**config.mk**
```make
export PLATFORM = sky130hd
export DESIGN_NAME = serial_receiver
export DESIGN_NICKNAME = d
export VERILOG_FILES = /design/src/rtl/serial_receiver.sv
export SDC_FILE = /design/constraint.sdc
export NUM_CORES = 1
export LEC_CHECK = 0
export ABC_CLOCK_PERIOD_IN_PS = 4800
export CORE_MARGIN = 4
export CORE_UTILIZATION = 35
export CTS_CLUSTER_DIAMETER = 50
export CTS_CLUSTER_SIZE = 40
export DETAILED_ROUTE_END_ITERATION = 10
export GPL_ROUTABILITY_DRIVEN = 1
export SYNTH_ARGS = -nofsm -noshare
export SYNTH_HDL_FRONTEND = slang
export SYNTH_SLANG_ARGS = --single-unit
```
**constraint.sdc**
```tcl
create_clock -name clk -period 4.8 [get_ports clk]
set_input_delay 0.72 -clock clk [delete_from_list [all_inputs] [get_ports clk]]
set_output_delay 0.72 -clock clk [all_outputs]
set_load 0.1 [all_outputs]
```
**src/rtl/serial_receiver.sv**
```systemverilog
// serial_receiver
// 8N1 asynchronous serial receiver (LSB first, idle high) feeding a small
// first-word-fall-through byte FIFO.
//
// Parameters
//   CLKS_PER_BIT : clk cycles per serial bit (even, >= 4)
//   FIFO_DEPTH   : received-byte buffer entries (power of two, >= 2)
//
// Ports
//   clk               : single clock, all state changes on its rising edge
//   reset             : asynchronous, active-high reset
//   serial_rxd        : asynchronous serial input line
//   rx_read           : pop request for the head byte
//   rx_data           : head byte of the FIFO (8'h00 while empty)
//   rx_data_available : FIFO non-empty
//   rx_framing_error  : one-cycle pulse when a stop bit samples low
//   rx_overrun        : sticky, a byte was dropped because the FIFO was full
module serial_receiver #(
   parameter int CLKS_PER_BIT = 16,
   parameter int FIFO_DEPTH   = 4
) (
   input  logic       clk,
   input  logic       reset,
   input  logic       serial_rxd,
   input  logic       rx_read,
   output logic [7:0] rx_data,
   output logic       rx_data_available,
   output logic       rx_framing_error,
   output logic       rx_overrun
);

   localparam int AW = $clog2(FIFO_DEPTH);
   localparam int CW = $clog2(CLKS_PER_BIT);

   // Counter reload values: a value N expires N+1 edges later.  The half-bit
   // load is one short because the IDLE edge that spots the falling line
   // already counts as the first cycle of the half-bit wait.
   localparam logic [CW-1:0] BIT_LOAD  = CW'(CLKS_PER_BIT - 1);
   localparam logic [CW-1:0] HALF_LOAD = CW'(CLKS_PER_BIT / 2 - 2);
   localparam logic [CW-1:0] CNT_ONE   = CW'(1);
   localparam logic [AW:0]   PTR_ONE   = (AW + 1)'(1);

   typedef enum logic [2:0] {
      IDLE,
      START,
      DATA,
      STOP,
      BREAK
   } rx_state_t;

   rx_state_t     state;
   logic          sync_meta;
   logic          rxs;
   logic [1:0]    settle;
   logic          armed;
   logic [CW-1:0] bit_cnt;
   logic [2:0]    bit_idx;
   logic [7:0]    shift_reg;

   logic [7:0]    mem [FIFO_DEPTH];
   logic [AW:0]   wr_ptr;
   logic [AW:0]   rd_ptr;
   logic          fifo_full;
   logic          push_now;
   logic          pop;
   logic          push_ok;
   logic          push_drop;

   // Two-flop synchronizer.  After reset both flops hold a fake "idle high",
   // so 'settle' marks when rxs really reflects the line; start detection is
   // only armed once a genuine high has been seen, which keeps the tail of a
   // frame interrupted by reset from being mistaken for a new start bit.
   always_ff @(posedge clk or posedge reset) begin
      if (reset) begin
         sync_meta <= 1'b1;
         rxs       <= 1'b1;
         settle    <= 2'b00;
         armed     <= 1'b0;
      end else begin
         sync_meta <= serial_rxd;
         rxs       <= sync_meta;
         settle    <= {settle[0], 1'b1};
         if (settle == 2'b11 && rxs) begin
            armed <= 1'b1;
         end
      end
   end

   // Receive state machine.  Each bit is sampled when the counter reaches
   // zero, landing near the middle of the bit; a low stop bit raises a single
   // cycle framing pulse and parks in BREAK until the line returns high.
   always_ff @(posedge clk or posedge reset) begin
      if (reset) begin
         state            <= IDLE;
         bit_cnt          <= '0;
         bit_idx          <= '0;
         shift_reg        <= '0;
         rx_framing_error <= 1'b0;
      end else begin
         rx_framing_error <= 1'b0;
         case (state)
            IDLE: begin
               if (armed && !rxs) begin
                  state   <= START;
                  bit_cnt <= HALF_LOAD;
               end
            end
            START: begin
               if (bit_cnt == '0) begin
                  if (!rxs) begin
                     state   <= DATA;
                     bit_cnt <= BIT_LOAD;
                     bit_idx <= '0;
                  end else begin
                     state <= IDLE;
                  end
               end else begin
                  bit_cnt <= bit_cnt - CNT_ONE;
               end
            end
            DATA: begin
               if (bit_cnt == '0) begin
                  shift_reg[bit_idx] <= rxs;
                  bit_cnt            <= BIT_LOAD;
                  if (bit_idx == 3'd7) begin
                     state <= STOP;
                  end else begin
                     bit_idx <= bit_idx + 3'd1;
                  end
               end else begin
                  bit_cnt <= bit_cnt - CNT_ONE;
               end
            end
            STOP: begin
               if (bit_cnt == '0) begin
                  if (rxs) begin
                     state <= IDLE;
                  end else begin
                     rx_framing_error <= 1'b1;
                     state            <= BREAK;
                  end
               end else begin
                  bit_cnt <= bit_cnt - CNT_ONE;
               end
            end
            BREAK: begin
               if (rxs) begin
                  state <= IDLE;
               end
            end
            default: begin
               state <= IDLE;
            end
         endcase
      end
   end

   // A good stop sample pushes on the same edge.  When full, a simultaneous
   // pop frees the head slot first, so the push still lands.
   assign push_now  = (state == STOP) && (bit_cnt == '0) && rxs;
   assign fifo_full = (wr_ptr[AW] != rd_ptr[AW]) &&
                      (wr_ptr[AW-1:0] == rd_ptr[AW-1:0]);
   assign rx_data_available = (wr_ptr != rd_ptr);
   assign pop       = rx_read && rx_data_available;
   assign push_ok   = push_now && (!fifo_full || pop);
   assign push_drop = push_now && fifo_full && !pop;

   // FIFO pointers and the sticky overrun flag; a drop on the same edge as a
   // pop keeps the flag set.
   always_ff @(posedge clk or posedge reset) begin
      if (reset) begin
         wr_ptr     <= '0;
         rd_ptr     <= '0;
         rx_overrun <= 1'b0;
      end else begin
         if (pop) begin
            rd_ptr <= rd_ptr + PTR_ONE;
         end
         if (push_ok) begin
            wr_ptr <= wr_ptr + PTR_ONE;
         end
         if (push_drop) begin
            rx_overrun <= 1'b1;
         end else if (pop) begin
            rx_overrun <= 1'b0;
         end
      end
   end

   // Storage has no reset; the output is gated so an empty FIFO reads 8'h00.
   always_ff @(posedge clk) begin
      if (push_ok) begin
         mem[wr_ptr[AW-1:0]] <= shift_reg;
      end
   end

   assign rx_data = rx_data_available ? mem[rd_ptr[AW-1:0]] : 8'h00;

endmodule

```
==> impl_metrics.json, run 1 <==
{
  "die_y_um": 98.01,
  "slowest_delay_ns": 1.13,
  "synth_top_area_frac": 0.3389,
  "setup_violations": 0,
  "drive_above_1_share": 0.1982,
  "synth_nets": 205,
  "syn_area_um2": 2835,
  "drt_iter0_markers": 52,
  "p_leak_nw": 1.302,
  "numCtsBuffers": 9,
  "worstHoldStart": "sync_meta",
  "antenna_found_initial": 0,
  "switching_share": 0.4205,
  "cp-end-kind": "output port",
  "finalCriticalPeriod_ns": 3.612,
  "numPortBuffers": 14,
  "area_delta_synth_final_pct": 15.09,
  "cts_tree": "built",
  "drt_wl_total_mm": 4.426,
  "seq_area_frac_synth": 0.6134,
  "row_count": 32,
  "worst_ep_required_time_ns": 4.08,
  "syn_avg_cell_area_um2": 14.69,
  "clock_power_share": 0.220,
  "largest_reg_flops": 32,
  "core-area_um2": 7807,
  "hold_viol": 0,
  "final.setup.tns_ns": 0,
  "yosys.area.top_type": "edfxtp_1",
  "rr_worst_depth": 6,
  "critPathBufInv": 1,
  "initial_core_util": 0.3631,
  "hold-path-endpoint": "rxs",
  "grt_pass1_vias": 1575,
  "via_per_inst": 4.721,
  "crit_type": "register to output port",
  "root_buffer": "clkbuf_8",
  "sequentialPowerShare": 0.372,
  "clkLatencyLatePin_ns": 0.33,
  "hold_path_depth": 0,
  "clk_pin_slew_ns": 0.07,
  "dr.pass1.iters": 4,
  "drc": 0,
  "antenna_cells": 0,
  "syn_inst": 193,
  "die_w_um": 98.01,
  "cts_sinks": 63,
  "synth-seq-cells": 63,
  "grt_pass1_wl_mm": 7.762,
  "slew_violations": 0,
  "p_switching_mw": 0.8536,
  "synthDistinctLibCells": 48,
  "num_vias": 1506,
  "crit_arrival_ns": 2.89,
  "start_kind": "register",
  "crit_fanout": 11,
  "yosys_warnings": 0,
  "timing.slew.headroom": 0.3493,
  "htree_levels": 3,
  "fin_area_um2": 3263,
  "io_pins": 15,
  "cp_slowest_cell": "clkdlybuf4s50_1",
  "crit_family": "buffers and inverters",
  "status": "complete, no violations",
  "reg2reg_to": "mem[0][4]",
  "fin_crit_sh": 0.7526,
  "p_per_area_nw_per_um2": 622.1,
  "tightest_slew_ns": 0.9730,
  "r2r_slack_ns": 2.49,
  "clockBufferDepth": 2,
  "wire_per_inst_um": 13.87,
  "p_int_mw": 1.176,
  "irDropWorstVdd_uv": 183.1,
  "fmax_ghz": 0.2768,
  "ant_nets": 0,
  "hold_buffers": 0,
  "power.total_mw": 2.030,
  "gp_congestion": 0.7802,
  "grt_remaining_overflow": 0,
  "power_frac_comb": 0.409,
  "drv_cap": 0,
  "cts_resized": 0,
  "grt_max_degree": 32,
  "path_cells": "xnor2_1 > nand3b_1 > and2_1 > clkdlybuf4s50_1",
  "place_area_um2": 3065,
  "hpwl_mm": 2.973,
  "fin_worst_skew_ns": 0.008941,
  "worstReg2RegStart": "bit_cnt[0]",
  "hold_class": "register to register",
  "post_cts_buffers": 0,
  "synthTopCellsByArea": "edfxtp_1, dfrtp_1, mux4_2",
  "grt.total_usage": 0.1038,
  "fin_nets": 224,
  "rsz0062_at_grt": "no",
  "die_area_um2": 9605
}
final cells by class:
class,count,area [µm²]
Fill cell,740,4544
Sequential cell,63,1739
Multi-Input combinational cell,114,1017
Timing Repair Buffer,15,147.6
Tap cell,102,127.6
Clock buffer,9,123.9
Clock inverter,7,73.82
Inverter,9,33.78
cell usage after synthesis (all sizes together):
| cell | n |
|---|---|
| edfxtp | 32 |
| dfrtp | 29 |
| and2 | 12 |
| mux2 | 12 |
| nand2 | 10 |
| nor2 | 10 |
| inv | 9 |
| ha | 8 |
| mux4 | 8 |
| nand3 | 7 |
| buf | 6 |
| xnor2 | 6 |
| a21oi | 4 |
| mux2i | 4 |
| nor4 | 4 |
| nor3b | 3 |
| or2 | 3 |
| dfstp | 2 |
| o21a | 2 |
| o21ai | 2 |
| or3 | 2 |
| xor2 | 2 |
| a211oi | 1 |
| a21o | 1 |
| a22oi | 1 |
| a31o | 1 |
| a32o | 1 |
| and4 | 1 |
| clkbuf | 1 |
| conb | 1 |
| nand3b | 1 |
| nor2b | 1 |
| nor3 | 1 |
| nor4b | 1 |
| o211ai | 1 |
| o22a | 1 |
| o31ai | 1 |
| or3b | 1 |
cell families after synthesis:
group,synth area share
flip-flops,0.6134
AND/OR/NAND/NOR,0.1218
multiplexers,0.1293
AO/OA/AOI/OAI,0.04634
buffers and inverters,0.02780
adder cells (fa/ha/maj),0.03531
XOR/XNOR,0.02471
other,0.001323
layout by cell type, fill, tap and decap left out, types with 2 or more instances in the layout:
master            n
nor2_1            9
inv_1             9
ha_1              8
mux2_2            4
or3_1             2
o21ai_0           2
mux2_1            6
clkinv_2          2
and2_1           12
mux2_4            2
nor4_1            4
nand2_1          10
a21oi_1           4
nand3_1           7
edfxtp_1         32
dfrtp_1          29
xnor2_1           6
xor2_1            2
or2_1             2
clkbuf_8          9
clkdlybuf4s50_1  14
mux4_2            8
mux2i_1           3
dfstp_2           2
clkinv_4          3
stage by stage:
step                setup slack, ns  cells  utilization  hold WS [ns]
finish                        1.188    319       0.4179        0.3605
global route                 0.9415    319       0.4179        0.3682
CTS                           1.108    319       0.4179        0.3643
detailed placement            1.485    303       0.3926        0.3544
global placement              1.512    303       0.3926        0.3464
floorplan                     1.981    193            -        0.3452
layer usage:
| layer | share of wire | wire length, µm | vias up | GRT usage |
|---|---|---|---|---|
| met2 | 0.49 | 2161 | 25 | 0.1613 |
| met1 | 0.47 | 2059 | 735 | 0.1301 |
| met4 | 0.0077 | 34 | 0 | 0.03834 |
| li1 | - | - | 742 | - |
| met5 | 0 | 0 | - | 0 |
| met3 | 0.039 | 171 | 4 | 0.04286 |
how the worst max path moves through the flow:
stage	start	endpoint	slack (ns)	depth (start not counted)
2_1_floorplan	rd_ptr[0]	rx_data[0]	1.98	5
3_3_place_gp	rd_ptr[0]	rx_data[0]	1.51	4
3_5_place_dp	rd_ptr[0]	rx_data[0]	1.49	4
4_1_cts	rd_ptr[0]	rx_data[0]	1.11	4
5_1_grt	rd_ptr[0]	rx_data[4]	0.94	4
6_report	rd_ptr[0]	rx_data[0]	1.19	4
power by group through the flow:
stage	combinational [mW]	sequential [mW]	clock, mW
finish	0.830	0.755	0.446
global route	0.888	0.772	0.496
CTS	0.839	0.756	0.464
detailed placement	0.837	0.767	0
global placement	0.831	0.765	0
floorplan	0.761	0.694	0
Power figures use the tool's default switching activity.
==> inputs of run 2 (changes only) <==
Settings changed: ABC_CLOCK_PERIOD_IN_PS 4800 to 3700.
Clock period 4.8 ns to 3.7 ns, I/O delays scaled along.
==> run 2 against run 1 <==
- worst hold slack got worse by 0.0026 ns
- sequential cell count unchanged
- combinational power increased by 28%
- utilization increased by 0.50 points
- sequential power increased by 30%
- routed wire length increased by 2.3%
- final cell count unchanged
- count of clock-buffer cells in the layout unchanged
- critical endpoint unchanged
- largest power group unchanged
- highest routed layer unchanged
==> impl_metrics.json, run 2 (synthesized netlist as in run 1, its figures left out) <==
{
  "p_per_area_nw_per_um2": 853.0,
  "status": "complete, no violations",
  "hpwl_mm": 3.049,
  "fin_nets": 224,
  "post_cts_buffers": 0,
  "area_delta_synth_final_pct": 16.46,
  "drive_above_1_share": 0.2304,
  "grt_remaining_overflow": 0,
  "finalCriticalPeriod_ns": 2.658,
  "fin_worst_skew_ns": 0.006713,
  "cp-end-kind": "output port",
  "clkLatencyLatePin_ns": 0.33,
  "timing.slew.headroom": 0.3530,
  "grt_use_met1": 0.1321,
  "irDropWorstVdd_uv": 280.1,
  "root_buffer": "clkbuf_8",
  "drt_wl_total_mm": 4.526,
  "setup_violations": 0,
  "antenna_cells": 0,
  "drv_cap": 0,
  "drt_iter0_markers": 49,
  "rr_worst_depth": 6,
  "gp_congestion": 0.7045,
  "final_cell_mix": "edfxtp_1, dfrtp_1, and2_1",
  "numCtsBuffers": 9,
  "via_per_inst": 4.777,
  "row_count": 32,
  "tightest_slew_ns": 0.9674,
  "htree_levels": 3,
  "cts_resized": 0,
  "worstReg2RegStart": "bit_cnt[0]",
  "die_y_um": 98.01,
  "io_pins": 15,
  "grt_pass1_wl_mm": 7.748,
  "fin_crit_sh": 0.7185,
  "endpoint": "rx_data[0]",
  "fmax_ghz": 0.3762,
  "rsz0062_at_grt": "no",
  "clk_pin_slew_ns": 0.07,
  "grt_use_met2": 0.1639,
  "hold_slack_ns": 0.3579,
  "die_area_um2": 9605,
  "clockBufferDepth": 2,
  "hold_class": "register to register",
  "slew_violations": 0,
  "die_w_um": 98.01,
  "top_usage_layer": "met2",
  "post-route-util": 0.4229,
  "numPortBuffers": 14,
  "final_common_cell": "edfxtp_1",
  "p_leak_nw": 1.340,
  "hold_viol": 0,
  "drc": 0,
  "grt_max_degree": 32,
  "num_vias": 1524,
  "final.setup.tns_ns": 0,
  "crit_type": "register to output port",
  "initial_core_util": 0.3631,
  "worst_ep_required_time_ns": 3.14,
  "crit_fanout": 11,
  "cts_sinks": 63,
  "hold_buffers": 0,
  "grt_pass1_vias": 1602,
  "crit_arrival_ns": 2.10,
  "reg2reg_to": "mem[2][5]",
  "gr-usage-met3": 0.03429,
  "r2r_slack_ns": 1.40,
  "ant_nets": 0,
  "start_kind": "register",
  "cts_tree": "built",
  "antenna_found_initial": 0,
  "largest_reg_flops": 32,
  "dr.pass1.iters": 6,
  "startpoint": "rd_ptr[0]",
  "core-area_um2": 7807,
  "grt.total_usage": 0.1043,
  "wire_per_inst_um": 14.19
}
## run 2: per-stage QoR
stage               cell area [µm²]  std cells  setup WS [ns]  power [mW]
floorplan                      2835        193          1.046       1.888
global placement               3043        303          1.382       2.053
detailed placement             3043        303          1.343       2.068
CTS                            3302        319         0.9707       2.853
global route                   3302        319         0.8027       2.970
finish                         3302        319          1.042       2.816
## run 2: per-layer routing
metal / vias up / share of wire
met5: - / 0
li1: 741 / -
met4: 0 / 0.013
met3: 7 / 0.038
met2: 22 / 0.48
met1: 754 / 0.46
## run 2: report_power, final
part | switching (mW) | total [mW] | internal (mW)
sequential | 0.162 | 0.978 | 0.816
combinational | 0.680 | 1.06 | 0.378
clock | 0.269 | 0.780 | 0.511
total | 1.11 | 2.82 | 1.71
## run 2: worst min path at each step
stage / cells past startpoint / from / to / slack (ns)
floorplan: 0 / sync_meta / rxs / 0.35
global placement: 0 / sync_meta / rxs / 0.35
detailed placement: 0 / sync_meta / rxs / 0.35
CTS: 0 / sync_meta / rxs / 0.36
global route: 0 / sync_meta / rxs / 0.36
finish: 0 / sync_meta / rxs / 0.36
## run 2: layout make-up
class	instances	area, µm²
clock buffers	9	123.9
inverters	9	33.78
repair buffers	15	125.1
multi-input cells	114	1017
fillers	741	4506
flip-flops and latches	63	1739
well taps	102	127.6
clock inverters	7	135.1
## run 2: critical path, stage by stage, from the launching register on
cell	delay (ns)
dfrtp_1	0.75
xnor2_1	0.21
nand3b_1	0.32
and2_1	0.26
buf_4	0.23
==> inputs of run 3 (changes only) <==
Settings changed: ABC_CLOCK_PERIOD_IN_PS 3700 to 2200.
Clock period 3.7 ns to 2.2 ns, I/O delays scaled along.
==> run 3 against run 2 <==
- critical path depth unchanged
- global-route usage is 0.30 points higher
- worst setup slack worse by 0.96 ns
- largest cell class unchanged
- worst hold slack about the same
- clock skew up 0.0020 ns
- register-to-register slack got worse by 1.2 ns
- die area stayed put
==> impl_metrics.json, run 3 (synthesized netlist as in run 1, its figures left out) <==
{
  "status": "complete, no violations",
  "p_leak_nw": 1.402,
  "grt_pass1_wl_mm": 7.962,
  "worst_ep_required_time_ns": 1.87,
  "crit_arrival_ns": 1.79,
  "hold_slack_ns": 0.3583,
  "wire_per_inst_um": 13.94,
  "cp_slowest_cell": "mux4_2",
  "hpwl_mm": 3.196,
  "final_common_cell": "edfxtp_1",
  "htree_levels": 3,
  "drive_above_1_share": 0.3230,
  "fill_cells": 703,
  "regArea_um2": 1740,
  "core-area_um2": 7807,
  "die_w_um": 98.01,
  "slowest_delay_ns": 0.49,
  "worst_slack_ns": 0.08057,
  "rsz0062_at_grt": "no",
  "die_y_um": 98.01,
  "path_cells": "buf_12 > mux4_2 > and2_2 > buf_12",
  "clockBufferDepth": 2,
  "largest_reg_flops": 32,
  "dp_worst_setup_slack_ns": 0.01048,
  "cts_tree": "built",
  "root_buffer": "clkbuf_8",
  "clkLatencyLatePin_ns": 0.34,
  "final_cell_mix": "edfxtp_1, dfrtp_1, and2_2, buf_4",
  "hold_class": "register to register",
  "start_kind": "register",
  "numCtsBuffers": 9,
  "drc": 0,
  "grt_remaining_overflow": 0,
  "ant_nets": 0,
  "grt_max_degree": 32,
  "multi_input_area_um2": 1033,
  "final.setup.tns_ns": 0,
  "path_common_cell": "buf_12",
  "num_vias": 1546,
  "post-route-util": 0.4404,
  "fmax_ghz": 0.4718,
  "p_per_area_nw_per_um2": 1421,
  "fin_crit_sh": 0.9634,
  "clk_pin_slew_ns": 0.07,
  "via_per_inst": 4.713,
  "die_area_um2": 9605,
  "grt.total_usage": 0.1073,
  "setup_violations": 0,
  "hold_viol": 0,
  "cts_sinks": 63,
  "crit_fanout": 8,
  "cp-end-kind": "output port",
  "finalCriticalPeriod_ns": 2.119,
  "antenna_found_initial": 0,
  "crit_type": "register to output port",
  "antenna_cells": 0,
  "crit_family": "multiplexers",
  "row_count": 32,
  "numPortBuffers": 14,
  "drt_iter0_markers": 59,
  "fin_nets": 233,
  "dr.pass1.iters": 4,
  "io_pins": 15,
  "drv_cap": 0,
  "initial_core_util": 0.3631,
  "grt_pass1_vias": 1580,
  "critPathBufInv": 2,
  "gp_congestion": 0.7461,
  "irDropWorstVdd_uv": 541.3,
  "area_delta_synth_final_pct": 21.27,
  "fin_worst_skew_ns": 0.008691,
  "slew_violations": 0,
  "drt_wl_total_mm": 4.573
}
-- run 3: what timing repair did --
item                                   in CTS  in global routing
setup endpoints to repair                  15                 30
pin swaps                                   1                  0
resized for setup                           4                  5
buffers inserted                            3                  1
hold buffers                                0                  0
endpoints found under the hold margin       0                  0
-- run 3: area by class of cell --
class,count,share of cell area
clock inverters,5,0.01710
multi-input cells,114,0.3006
repair buffers,24,0.09098
well taps,102,0.03712
flip-flops and latches,63,0.5062
inverters,9,0.009825
clock buffers,11,0.03821
-- run 3: final timing paths --
kind	from	end	slack (ns)	cells after the start
max	rd_ptr[0]	rx_data[0]	0.08	4
min	sync_meta	rxs	0.36	0
max reg2reg	bit_cnt[0]	mem[0][4]	0.21	6
min reg2reg	sync_meta	rxs	0.36	0
max in group asynchronous	reset	rxs	1.51	3
min in group asynchronous	reset	rd_ptr[1]	0.37	3
-- run 3: power breakdown --
part,switching (mW),internal [mW]
logic,1.31,1.03
registers,0.199,1.38
clock network,0.447,0.524
total,1.95,2.93
-- run 3: layer usage --
metal,vias to the layer above,share of wire,GRT usage
met5,-,0,0
met4,0,0.012,0.06070
met3,7,0.038,0.03000
met2,22,0.47,0.1571
met1,764,0.48,0.1432
li1,753,-,-
-- run 3: through the flow --
stage,cell area (µm²),cells,total power [mW]
after detailed placement,3198,308,3.856
after global placement,3198,308,3.830
after floorplan,2845,193,3.198
final,3438,328,4.886
after CTS,3421,327,4.915
after global routing,3438,328,5.130
==> RTL change, RTL diff (settings of run 3) <==
Re-encode `rx_state_t` (5 states) as Gray code, 3 bits wide.
--- a/src/rtl/serial_receiver.sv
+++ b/src/rtl/serial_receiver.sv
@@ -41,11 +41,11 @@
    localparam logic [AW:0]   PTR_ONE   = (AW + 1)'(1);
 
    typedef enum logic [2:0] {
-      IDLE,
-      START,
-      DATA,
-      STOP,
-      BREAK
+      IDLE  = 3'b000,
+      START = 3'b001,
+      DATA  = 3'b011,
+      STOP  = 3'b010,
+      BREAK = 3'b110
    } rx_state_t;
 
    rx_state_t     state;
Behaviour: same outputs for any inputs over 10 cycles, from zero or initial values and one cycle with reset high; not proved beyond that.
==> RTL change against run 3 <==
Synthesized area is 3.0% higher. Via count is 7.6% higher. Die area is 2.7% higher. Worst setup slack worse by 0.0046 ns. Wire length is 6.3% higher. First-iteration DRC count is 44% higher. Sequential cell count stayed put. Utilization is 0.39 points lower. Design area is 3.8% higher. Total power is 5.2% higher. Worst hold slack worse by 0.0014 ns. Critical path type unchanged. Largest cell class unchanged.
==> RTL change: results (changes against run 3) <==
RUN_STATUS='finished, final reports clean'  # unchanged
SYNTH_COMPOUND_AREA_SHARE_PCT=7.715  # was 4.634%
CRITPATHSLOWESTCELL='sky130_fd_sc_hd__mux4_1'  # was sky130_fd_sc_hd__mux4_2
SLOWEST_DELAY_NS=0.55  # was 0.49 ns
FIN_CELLS=337  # was 328
WIRE_LENGTH_OF_THE_FIRST_GLOBAL_ROUTING_PASS_UM=8376  # was 7962 um
SYNTH.LIB_CELLS_USED.DISTINCT=53  # was 48
YS_TOP_CELLS_BY_AREA='sky130_fd_sc_hd__edfxtp_1 (33%), sky130_fd_sc_hd__dfrtp_1 (25%), sky130_fd_sc_hd__mux4_1 (5.4%), sky130_fd_sc_hd__ha_1 (3.4%), sky130_fd_sc_hd__mux2_2 (2.7%)'  # was sky130_fd_sc_hd__edfxtp_1 (34%), sky130_fd_sc_hd__dfrtp_1 (26%), sky130_fd_sc_hd__mux4_2 (6.4%), sky130_fd_sc_hd__ha_1 (3.5%), sky130_fd_sc_hd__and2_1 (2.6%)
POWER_FRAC_CLOCK_PCT=20.7  # was 19.9%
FIN_WORST_HOLD_SLACK_NS=0.3570  # was 0.3583 ns
PRE_CTS_SLACK_NS=0.2103  # was 0.01048 ns
P_LEAK_uW=0.001460  # was 0.001402 uW
POSTCTSSETUPBUFFERS=0  # was 3
VIAS=1663  # was 1546
WIRELENGTH_UM=4863  # was 4573 um
CLOCK-SKEW-FINAL_NS=0.008895  # was 0.008691 ns
CRITICAL_PATH_PEAK_FANOUT=7  # was 8
ADDER_AND_MAJORITY_GATE_PORTION_OF_THE_SYNTHESIZED_AREA_PCT=3.429  # was 3.530%
SYN_NETS=209  # was 205
LAYOUT.NETS=239  # was 233
POWER_PER_CELL_AREA_mW_PER_MM2=1441  # was 1421 mW/mm2
DRT_ITER0_DRC=85  # was 59
IR_WORST_VDD_uV=614.5  # was 541.3 uV
NETLIST_INSTANCES=197  # was 193
GRTUSAGETOTAL_PCT=10.93  # was 10.73%
GROUTE.LAYER.MET2.USAGE_PCT=17.05  # was 15.71%
RTL change: changes by cell type after synthesis, moves of 5 or more:
| cell | change |
|---|---|
| sky130_fd_sc_hd__nor2_1 | -5 |
| sky130_fd_sc_hd__mux4_2 | -6 |
| sky130_fd_sc_hd__nand2_1 | -5 |
| sky130_fd_sc_hd__mux2_1 | -6 |
| sky130_fd_sc_hd__a22o_1 | +5 |
| sky130_fd_sc_hd__mux4_1 | +6 |
RTL change: final timing paths:
path	from	end	cells past startpoint
max	rd_ptr[0]	rx_data[2]	4
min reg2reg	sync_meta	rxs	0
max in group asynchronous	reset	rxs	3
min in group asynchronous	reset	wr_ptr[1]	3
max reg2reg	bit_cnt[0]	shift_reg[3]	5
min	sync_meta	rxs	0
RTL change: area by class of cell:
cell class	instances	area, um2
clock inverter	6	85.08
fill	749	4607
clock buffer	10	127.6
sequential	63	1739
tap	105	131.4
inverter	8	30.03
multi-input combinational	117	1084
timing repair buffer	28	371.6
